### src/rtl/ctrl_frame_sequencer.sv
// ctrl_frame_sequencer: sole driver of the control-frame stack.
// Turns decoded control ops (PUSH, END, BR L, RETURN) into push/pop sequences,
// one stack access per cycle, and reports the resolved control-flow target.
// Frame = {type[14:13], retu_num[12], sp_tag[11:8], retu_addr[7:0]}.
//
// Handshake: a command transfers on a rising edge where cmd_valid && cmd_ready.
// cmd_ready is high only in IDLE, so the decoder must hold cmd_valid and its
// payload stable until that edge. Each accepted command produces exactly one
// done_valid pulse, unless reset intervenes.
module ctrl_frame_sequencer #(
  parameter int FRAME_W = 15,
  parameter int DEPTH   = 16,
  parameter int CNT_W   = 5
) (
  input  logic               clk,
  input  logic               rst,
  input  logic               cmd_valid,
  output logic               cmd_ready,
  input  logic [1:0]         cmd_op,
  input  logic [FRAME_W-1:0] cmd_frame,
  input  logic [CNT_W-1:0]   cmd_depth,
  output logic               stk_push,
  output logic               stk_pop,
  output logic [FRAME_W-1:0] stk_push_data,
  input  logic [FRAME_W-1:0] stk_top_data,
  output logic               done_valid,
  output logic               done_jump,
  output logic [7:0]         done_addr,
  output logic [3:0]         done_sp_tag,
  output logic               done_retu_num,
  output logic               done_err,
  output logic [CNT_W-1:0]   occupancy,
  output logic [1:0]         dbg_state
);

  typedef enum logic [1:0] {
    S_IDLE = 2'd0,
    S_PUSH = 2'd1,
    S_WALK = 2'd2,
    S_DONE = 2'd3
  } state_t;

  localparam logic [1:0] OP_PUSH   = 2'b00;
  localparam logic [1:0] OP_END    = 2'b01;
  localparam logic [1:0] OP_BR     = 2'b10;
  localparam logic [1:0] OP_RET    = 2'b11;
  localparam logic [1:0] TYPE_CALL = 2'b01;
  localparam logic [1:0] TYPE_LOOP = 2'b11;
  localparam logic [CNT_W-1:0] OCC_FULL = CNT_W'(DEPTH);
  localparam logic [CNT_W-1:0] OCC_ONE  = CNT_W'(1);

  state_t             r_state, w_nxt_state;
  logic [1:0]         r_op, w_nxt_op;
  logic [FRAME_W-1:0] r_frame, w_nxt_frame;
  logic [CNT_W-1:0]   r_cnt, w_nxt_cnt;
  logic [CNT_W-1:0]   r_occ;
  logic [FRAME_W-1:0] r_res, w_nxt_res;
  logic               r_jump, w_nxt_jump;
  logic               r_err, w_nxt_err;
  logic               w_push, w_pop;
  logic [1:0]         w_top_type;
  logic               w_is_done;

  assign w_top_type = stk_top_data[FRAME_W-1 -: 2];
  assign w_is_done  = (r_state == S_DONE);

  // Next-state, strobe and result-capture decode
  always_comb begin
    w_nxt_state = r_state;
    w_nxt_op    = r_op;
    w_nxt_frame = r_frame;
    w_nxt_cnt   = r_cnt;
    w_nxt_res   = r_res;
    w_nxt_jump  = r_jump;
    w_nxt_err   = r_err;
    w_push      = 1'b0;
    w_pop       = 1'b0;
    case (r_state)
      S_IDLE: begin
        if (cmd_valid) begin
          w_nxt_op    = cmd_op;
          w_nxt_frame = cmd_frame;
          w_nxt_cnt   = cmd_depth;
          w_nxt_res   = cmd_frame;
          w_nxt_jump  = 1'b0;
          w_nxt_err   = 1'b0;
          if (cmd_op == OP_PUSH) begin
            if (r_occ == OCC_FULL) begin
              w_nxt_err   = 1'b1;
              w_nxt_state = S_DONE;
            end else begin
              w_nxt_state = S_PUSH;
            end
          end else if ((r_occ == '0) || ((cmd_op == OP_BR) && (cmd_depth >= r_occ))) begin
            // Nothing to pop or label out of range: report without touching the stack.
            w_nxt_res   = '0;
            w_nxt_err   = 1'b1;
            w_nxt_state = S_DONE;
          end else begin
            w_nxt_state = S_WALK;
          end
        end
      end
      S_PUSH: begin
        w_push      = 1'b1;
        w_nxt_res   = r_frame;
        w_nxt_jump  = 1'b0;
        w_nxt_state = S_DONE;
      end
      S_WALK: begin
        case (r_op)
          OP_END: begin
            w_pop       = 1'b1;
            w_nxt_res   = stk_top_data;
            w_nxt_jump  = (w_top_type == TYPE_CALL);
            w_nxt_state = S_DONE;
          end
          OP_BR: begin
            if (r_cnt != '0) begin
              w_pop     = 1'b1;
              w_nxt_cnt = r_cnt - OCC_ONE;
            end else begin
              // Target frame: a loop frame stays so the loop can iterate again.
              w_pop       = (w_top_type != TYPE_LOOP);
              w_nxt_res   = stk_top_data;
              w_nxt_jump  = 1'b1;
              w_nxt_state = S_DONE;
            end
          end
          OP_RET: begin
            w_pop = 1'b1;
            if (w_top_type == TYPE_CALL) begin
              w_nxt_res   = stk_top_data;
              w_nxt_jump  = 1'b1;
              w_nxt_state = S_DONE;
            end else if (r_occ == OCC_ONE) begin
              // Last frame popped and no call frame found.
              w_nxt_res   = '0;
              w_nxt_err   = 1'b1;
              w_nxt_state = S_DONE;
            end
          end
          default: w_nxt_state = S_DONE;
        endcase
      end
      S_DONE:  w_nxt_state = S_IDLE;
      default: w_nxt_state = S_IDLE;
    endcase
  end

  // State, latched command, result and occupancy registers
  always_ff @(posedge clk) begin
    if (rst) begin
      r_state <= S_IDLE;
      r_op    <= OP_PUSH;
      r_frame <= '0;
      r_cnt   <= '0;
      r_occ   <= '0;
      r_res   <= '0;
      r_jump  <= 1'b0;
      r_err   <= 1'b0;
    end else begin
      r_state <= w_nxt_state;
      r_op    <= w_nxt_op;
      r_frame <= w_nxt_frame;
      r_cnt   <= w_nxt_cnt;
      r_res   <= w_nxt_res;
      r_jump  <= w_nxt_jump;
      r_err   <= w_nxt_err;
      if (w_push && (r_occ != OCC_FULL)) begin
        r_occ <= r_occ + OCC_ONE;
      end else if (w_pop && (r_occ != '0)) begin
        r_occ <= r_occ - OCC_ONE;
      end
    end
  end

  assign cmd_ready     = (r_state == S_IDLE);
  assign stk_push      = w_push;
  assign stk_pop       = w_pop;
  assign stk_push_data = r_frame;
  assign done_valid    = w_is_done;
  assign done_jump     = w_is_done & r_jump;
  assign done_err      = w_is_done & r_err;
  assign done_addr     = w_is_done ? r_res[7:0]  : 8'h00;
  assign done_sp_tag   = w_is_done ? r_res[11:8] : 4'h0;
  assign done_retu_num = w_is_done & r_res[12];
  assign occupancy     = r_occ;
  assign dbg_state     = r_state;

endmodule
### config.mk
export PLATFORM = sky130hd
export DESIGN_NAME = ctrl_frame_sequencer
export DESIGN_NICKNAME = d
export VERILOG_FILES = /design/src/rtl/ctrl_frame_sequencer.sv
export SDC_FILE = /design/constraint.sdc
export NUM_CORES = 1
export LEC_CHECK = 0
export CORE_MARGIN = 2
export CORE_UTILIZATION = 25
export DETAILED_ROUTE_END_ITERATION = 16
export HOLD_SLACK_MARGIN = 0.15
export PLACE_DENSITY = 0.59
export SLEW_MARGIN = 20
export SYNTH_ARGS = -nofsm -noshare
export SYNTH_HDL_FRONTEND = slang
export SYNTH_SLANG_ARGS = --single-unit
export TNS_END_PERCENT = 5
### constraint.sdc
create_clock -name clk -period 2.1 [get_ports clk]
set_clock_uncertainty 0.1 [all_clocks]
set_input_delay 0.63 -clock clk [delete_from_list [all_inputs] [get_ports clk]]
set_output_delay 0.63 -clock clk [all_outputs]
set_load 0.02 [all_outputs]
======== After elaboration in Yosys (flattened, before gate mapping) ========
Cells that the tools add are included.
cells by class
  add/subtract/negate cells ............... 3
  magnitude comparators ................... 1
  equal/unequal tests ..................... 22
  mux-type cells .......................... 42
  bitwise logic cells ..................... 3
  reductions and logical operators ........ 19
operators by type and width
  cell                                                                    count
  13-bit 2-to-1 mux                                                       6
  13-bit one-hot mux with 3 select lines                                  2
  5-bit 2-to-1 mux                                                        5
  5-bit AND reduction                                                     3
  1-bit 2-to-1 mux                                                        14
  2-bit 2-to-1 mux                                                        6
  2-bit inequality test (second input constant)                           6
  2-bit equality test (second input constant)                             5
  5-bit one-hot mux with 2 select lines                                   1
  5-bit nonzero test                                                      2
  5-bit by 1-bit subtractor with 5-bit output (second input constant)     2
  8-bit 2-to-1 mux                                                        1
  2-bit one-hot mux with 4 select lines                                   1
  2-bit by 1-bit equality test with 1-bit output (second input constant)  3
  3-bit inequality test (second input constant)                           2
  1-bit one-hot mux with 3 select lines                                   2
  5-bit by 1-bit adder with 5-bit output (second input constant)          1
  5-bit by 1-bit equality test with 1-bit output (second input constant)  1
  5-bit equality test (second input constant)                             1
  5-bit greater-or-equal comparator                                       1
  5-bit logical NOT                                                       1
  5-bit inequality test (second input constant)                           1
  2-bit logical NOT                                                       2
  4-bit 2-to-1 mux                                                        1
  other kinds (14)                                                        20
word-level totals
  flip-flop bits (word level) ............. 44
  bits of input ports ..................... 40
  output and inout bits ................... 41
  logic and storage cells ................. 98

======== Depth between registers and ports, before layout ========
  word-level depth ........................ 7
  depth in mapped cells ................... 9
  mapped depth without buffers ............ 7

======== Least setup slack after synthesis ========
No wires, ideal clock.
  path kind ............................... reg2reg
  start ................................... reg r_occ[0], in the netlist occupancy[0]
  end ..................................... reg r_res[0]
  library setup time ...................... 0.087 ns
  arrival time ............................ 2.003 ns
  data required time ...................... 1.913 ns
  slack ................................... -0.090 ns
  cell stages (with the launch flop) ...... 10
  path buffers ............................ 2
  clock period less this slack ............ 2.190 ns
  cells stage by stage .................... dfxtp_1 -> inv_1 -> ha_1 -> or4b_4 -> buf_6 -> o22ai_1 -> a211oi_2 -> buf_2 -> nand2_1 -> a221oi_2
between the ends
  word-level cells in the longest chain between the ends .. 7
  elaborated cells between the ends (all ways) .. 11
  classes of those cells .................. order compare: 1; eq/ne: 2; mux: 4; reduce/logical: 4
RTL lines
  item                                    RTL line  source
  from (decl)                             56        logic [CNT_W-1:0] r_occ;
  from (signal assigned)                  171       r_occ <= r_occ + OCC_ONE;
  from (signal assigned)                  173       r_occ <= r_occ - OCC_ONE;
  5-bit greater-or-equal comparator       94        end else if ((r_occ == '0) || ((cmd_op == OP_BR) && (cmd_depth >= r_occ))) begin
  1-bit logical AND                       94
  1-bit logical OR                        94
  13-bit 2-to-1 mux                       94
  13-bit 2-to-1 mux                       87        if (cmd_op == OP_PUSH) begin
  13-bit 2-to-1 mux                       80        if (cmd_valid) begin
  13-bit one-hot mux with 3 select lines  78        case (r_state)
  to (signal assigned)                    167       r_res <= w_nxt_res;
  to (decl)                               57        logic [FRAME_W-1:0] r_res, w_nxt_res;
Parallel ways exist; a longest one is shown, timed or not. The select of a mux whose other input is x is not followed.
A chain may end at the register's enable or synchronous reset.

======== Worst setup path in the final report ========
  start ................................... reg r_op[1]
  end ..................................... out stk_pop
between the ends
  word-level cells in the longest chain between the ends .. 4
  elaborated cells between the ends (all ways) .. 6
  classes of those cells .................. eq/ne: 3; mux: 2; reduce/logical: 1
RTL lines
  item                                                                                          RTL line  source
  from (decl)                                                                                   53        logic [1:0] r_op, w_nxt_op;
  from (signal assigned)                                                                        164       r_op <= w_nxt_op;
  2-bit equality test / 2-bit by 1-bit equality test with 1-bit output (equally long branches)  111       case (r_op)
  2-bit OR reduction (no line)                                                                  -
  1-bit one-hot mux with 2 select lines *                                                       111
  1-bit 2-to-1 mux *                                                                            78
  to (decl)                                                                                     23        output logic stk_pop,
Every way passes the cells marked *; elsewhere a longest branch is shown, timed or not.

==> metrics.yaml <==
synthesis:
  syn_avg_cell_area_um2: 8.28
  yosysTopAreaCellShare_pct: 31.0
  synth_edf_count: 0
  ys.flop_type: "dfxtp_1"
  ys.warnings.count: 0
  synth.area.top_cells: "dfxtp_1 (31%), ha_1 (8.4%), nand2_1 (7.9%)"
  synth_nets: 402
  synth_cell_types: 52
  ys_ff_latch: 44
  netlist_area_um2: 2840
  synthCells: 343
  synth_top_area_cell: "dfxtp_1"
  yosysSeqAreaShare_pct: 31.0
  synthArstFlopShare_pct: 0
timing:
  fin_ws_ns: -0.113
  hold_violations: 0
  slew_headroom_pct: 79.0
  fin_crit_ns: 2.21
  drv_slew: 0
  max_freq_ghz: 0.452
  rsz0062_at_grt: "yes"
  tns_ns: -0.113
  worst_slew_pin_slew_ns: 0.314
  setup_viol: 1
  post-route-period-util_pct: 105
clocking:
  tritoncts: "done"
  numCtsBuffers: 5
  clock-sinks: 44
  clk_latency_ns: 0.29
  clock_path_buffers: 2
  cts_root_buf: "clkbuf_16"
  clkTransAtPathRegs_ns: 0.07
  cts.htree.levels: 2
min_path:
  min_path_type: "register to register"
  hold_start: "r_res[3]"
  hold_depth: 2
  holdPathEnd: "r_res[3]"
flow_run:
  max_cap_violations: 0
cells_and_area:
  seqCellArea_um2: 893
  final_core_util_pct: 39.5
  n_antenna_cell: 0
  area_growth_pct: 52.8
  fillers: 1132
  finalNetCount: 514
  layout-drive-gt1-share_pct: 28.9
  fin_cells: 596
  multiInputGateArea_um2: 1870
run_status:
  status: "finished with violations"
  violations: "negative setup slack"
global_routing:
  grt_pass1_vias: 2826
  grt_start_max_net_pins: 27
  overflow: 0
  grt_pass1_wl_um: 14500
  antenna_found_initial: 0
  grtUsageTotal_pct: 14.4
placement:
  gp_congestion: 0.793
  io_buffers: 80
  dp_cells: 587
  place_ws_ns: -0.889
  dp_hpwl_um: 6530
critical_path:
  reg2reg_from: "r_op[1]"
  r2r-end: "occupancy[1]"
  reg2regPathDepth: 9
  cp.required_ns: 1.37
  cp.arrival_ns: 1.48
  reg2reg_slack_ns: 0.10
  cp-end-kind: "primary output"
  timing_worst_setup_path_type: "register to primary output"
  critPathLaunchType: "register"
  cp_max_fo: 3
pwr:
  ir_worst_vdd_mv: 0.504
  leakagePower_nw: 1.73
  power_density_nw_per_um2: 1190
die:
  die_h_um: 111
  start_util_pct: 25.9
  std_cell_rows: 38
  io_pins: 81
  die_area_um2: 12200
  dieWidth_um: 111
  coreArea_um2: 11000
routing:
  wl_per_cell_um: 15.1
  drc: 0
  wirelength_um: 9030
  dr.pass1.iters: 4
  drt_iter0_drc: 129
  antenna_left: 0
  via_count: 2853
  vias_per_cell: 4.79
-- worst max-delay path, stage by stage (launching register included) --
cell,delay (ns)
dfxtp_4,0.36
buf_12,0.12
ha_4,0.17
nor4bb_4,0.30
a211oi_4,0.10
buf_6,0.14
-- synthesized netlist by cell type, drive strengths merged (3+ instances only) --
master	count
a211o	4
or2	3
nand4	5
clkbuf	14
nand2	60
o21ai	7
inv	27
nand2b	6
a211oi	3
nor3	4
nand3	5
nor2	14
ha	19
buf	10
a221oi	13
a21oi	45
dfxtp	44
a32o	13
a31oi	3
and2	18
-- cell usage in the layout, fill, tap and decap left out, types with 3 or more instances in the layout --
| cell type | n |
|---|---|
| nand2_1 | 58 |
| nor2_1 | 14 |
| buf_12 | 4 |
| buf_2 | 14 |
| o21ai_1 | 3 |
| clkbuf_16 | 5 |
| a21oi_1 | 41 |
| ha_1 | 10 |
| inv_2 | 3 |
| a211o_1 | 4 |
| nand4_1 | 3 |
| nand3_1 | 5 |
| a31oi_1 | 3 |
| ha_2 | 4 |
| inv_1 | 24 |
| dfxtp_1 | 38 |
| a221oi_2 | 13 |
| dlygate4sd2_1 | 12 |
| a32o_1 | 13 |
| ha_4 | 5 |
| clkdlybuf4s50_1 | 46 |
| nand2b_4 | 3 |
| buf_6 | 4 |
| buf_4 | 42 |
| dfxtp_2 | 4 |
| and2_1 | 18 |
| a21oi_2 | 4 |
| clkdlybuf4s15_2 | 4 |
| nor3_1 | 4 |
-- stage by stage --
stage | power, mW | hold WS (ns) | instance area, µm²
floorplan | 3.20 | 0.338 | 2850
global placement | 4.23 | 0.343 | 4090
detailed placement | 4.28 | 0.349 | 4090
CTS | 5.21 | 0.359 | 4400
global route | 5.56 | 0.367 | 4340
finish | 5.18 | 0.357 | 4340
-- cell families after synthesis --
family | share of synthesized area, %
AND/OR/NAND/NOR | 23.9
AO/OA/AOI/OAI | 28.2
buffers and inverters | 7.97
flip-flops | 31.0
adder cells (fa/ha/maj) | 8.37
XOR/XNOR | 0.617
-- cell type report --
type                    count  area share (%)
repair buffers            129            26.5
well taps                 140            4.04
clock inverters             2           0.346
clock buffers               6            3.20
multi-input cells         248            43.0
flip-flops and latches     44            20.6
inverters                  27            2.33
-- power by group --
group,switching (mW),total (mW),leakage (nW),internal [mW]
clock network,0.357,0.831,0.0691,0.474
registers,0.168,1.24,0.364,1.07
logic,1.69,3.11,1.29,1.42
total,2.22,5.18,1.73,2.96
-- layer usage --
metal | part of all wire, % | global-route usage (%)
met1 | 46 | 18.5
met2 | 48 | 25.5
met3 | 4.4 | 2.41
met4 | 0.81 | 3.08
met5 | 0 | 0
-- registers in the layout, indices dropped and copies added, names as in the netlist --
signal / flops
r_jump: 1
r_res: 13
dbg_state: 2
r_err: 1
occupancy: 5
stk_push_data: 15
r_op: 2
r_cnt: 5
-- repair_timing --
item	in CTS	in global routing
endpoints found under the setup margin	43	38
setup buffers	1	0
cloned	1	0
hold buffers	0	0
pin swaps	10	2
gates resized for setup	100	26
-- how the worst max path moves through the flow --
stage                           from            to  slack [ns]  depth (start not counted)
global route                 r_op[1]       stk_pop       -0.15                          6
global placement    stk_top_data[14]       stk_pop       -0.87                          4
detailed placement  stk_top_data[14]       stk_pop       -0.89                          4
finish                       r_op[1]       stk_pop       -0.11                          5
floorplan               dbg_state[1]  occupancy[4]       -0.03                          7
CTS                          r_op[1]       stk_pop       -0.13                          5
(Power assumes the default switching activity.)
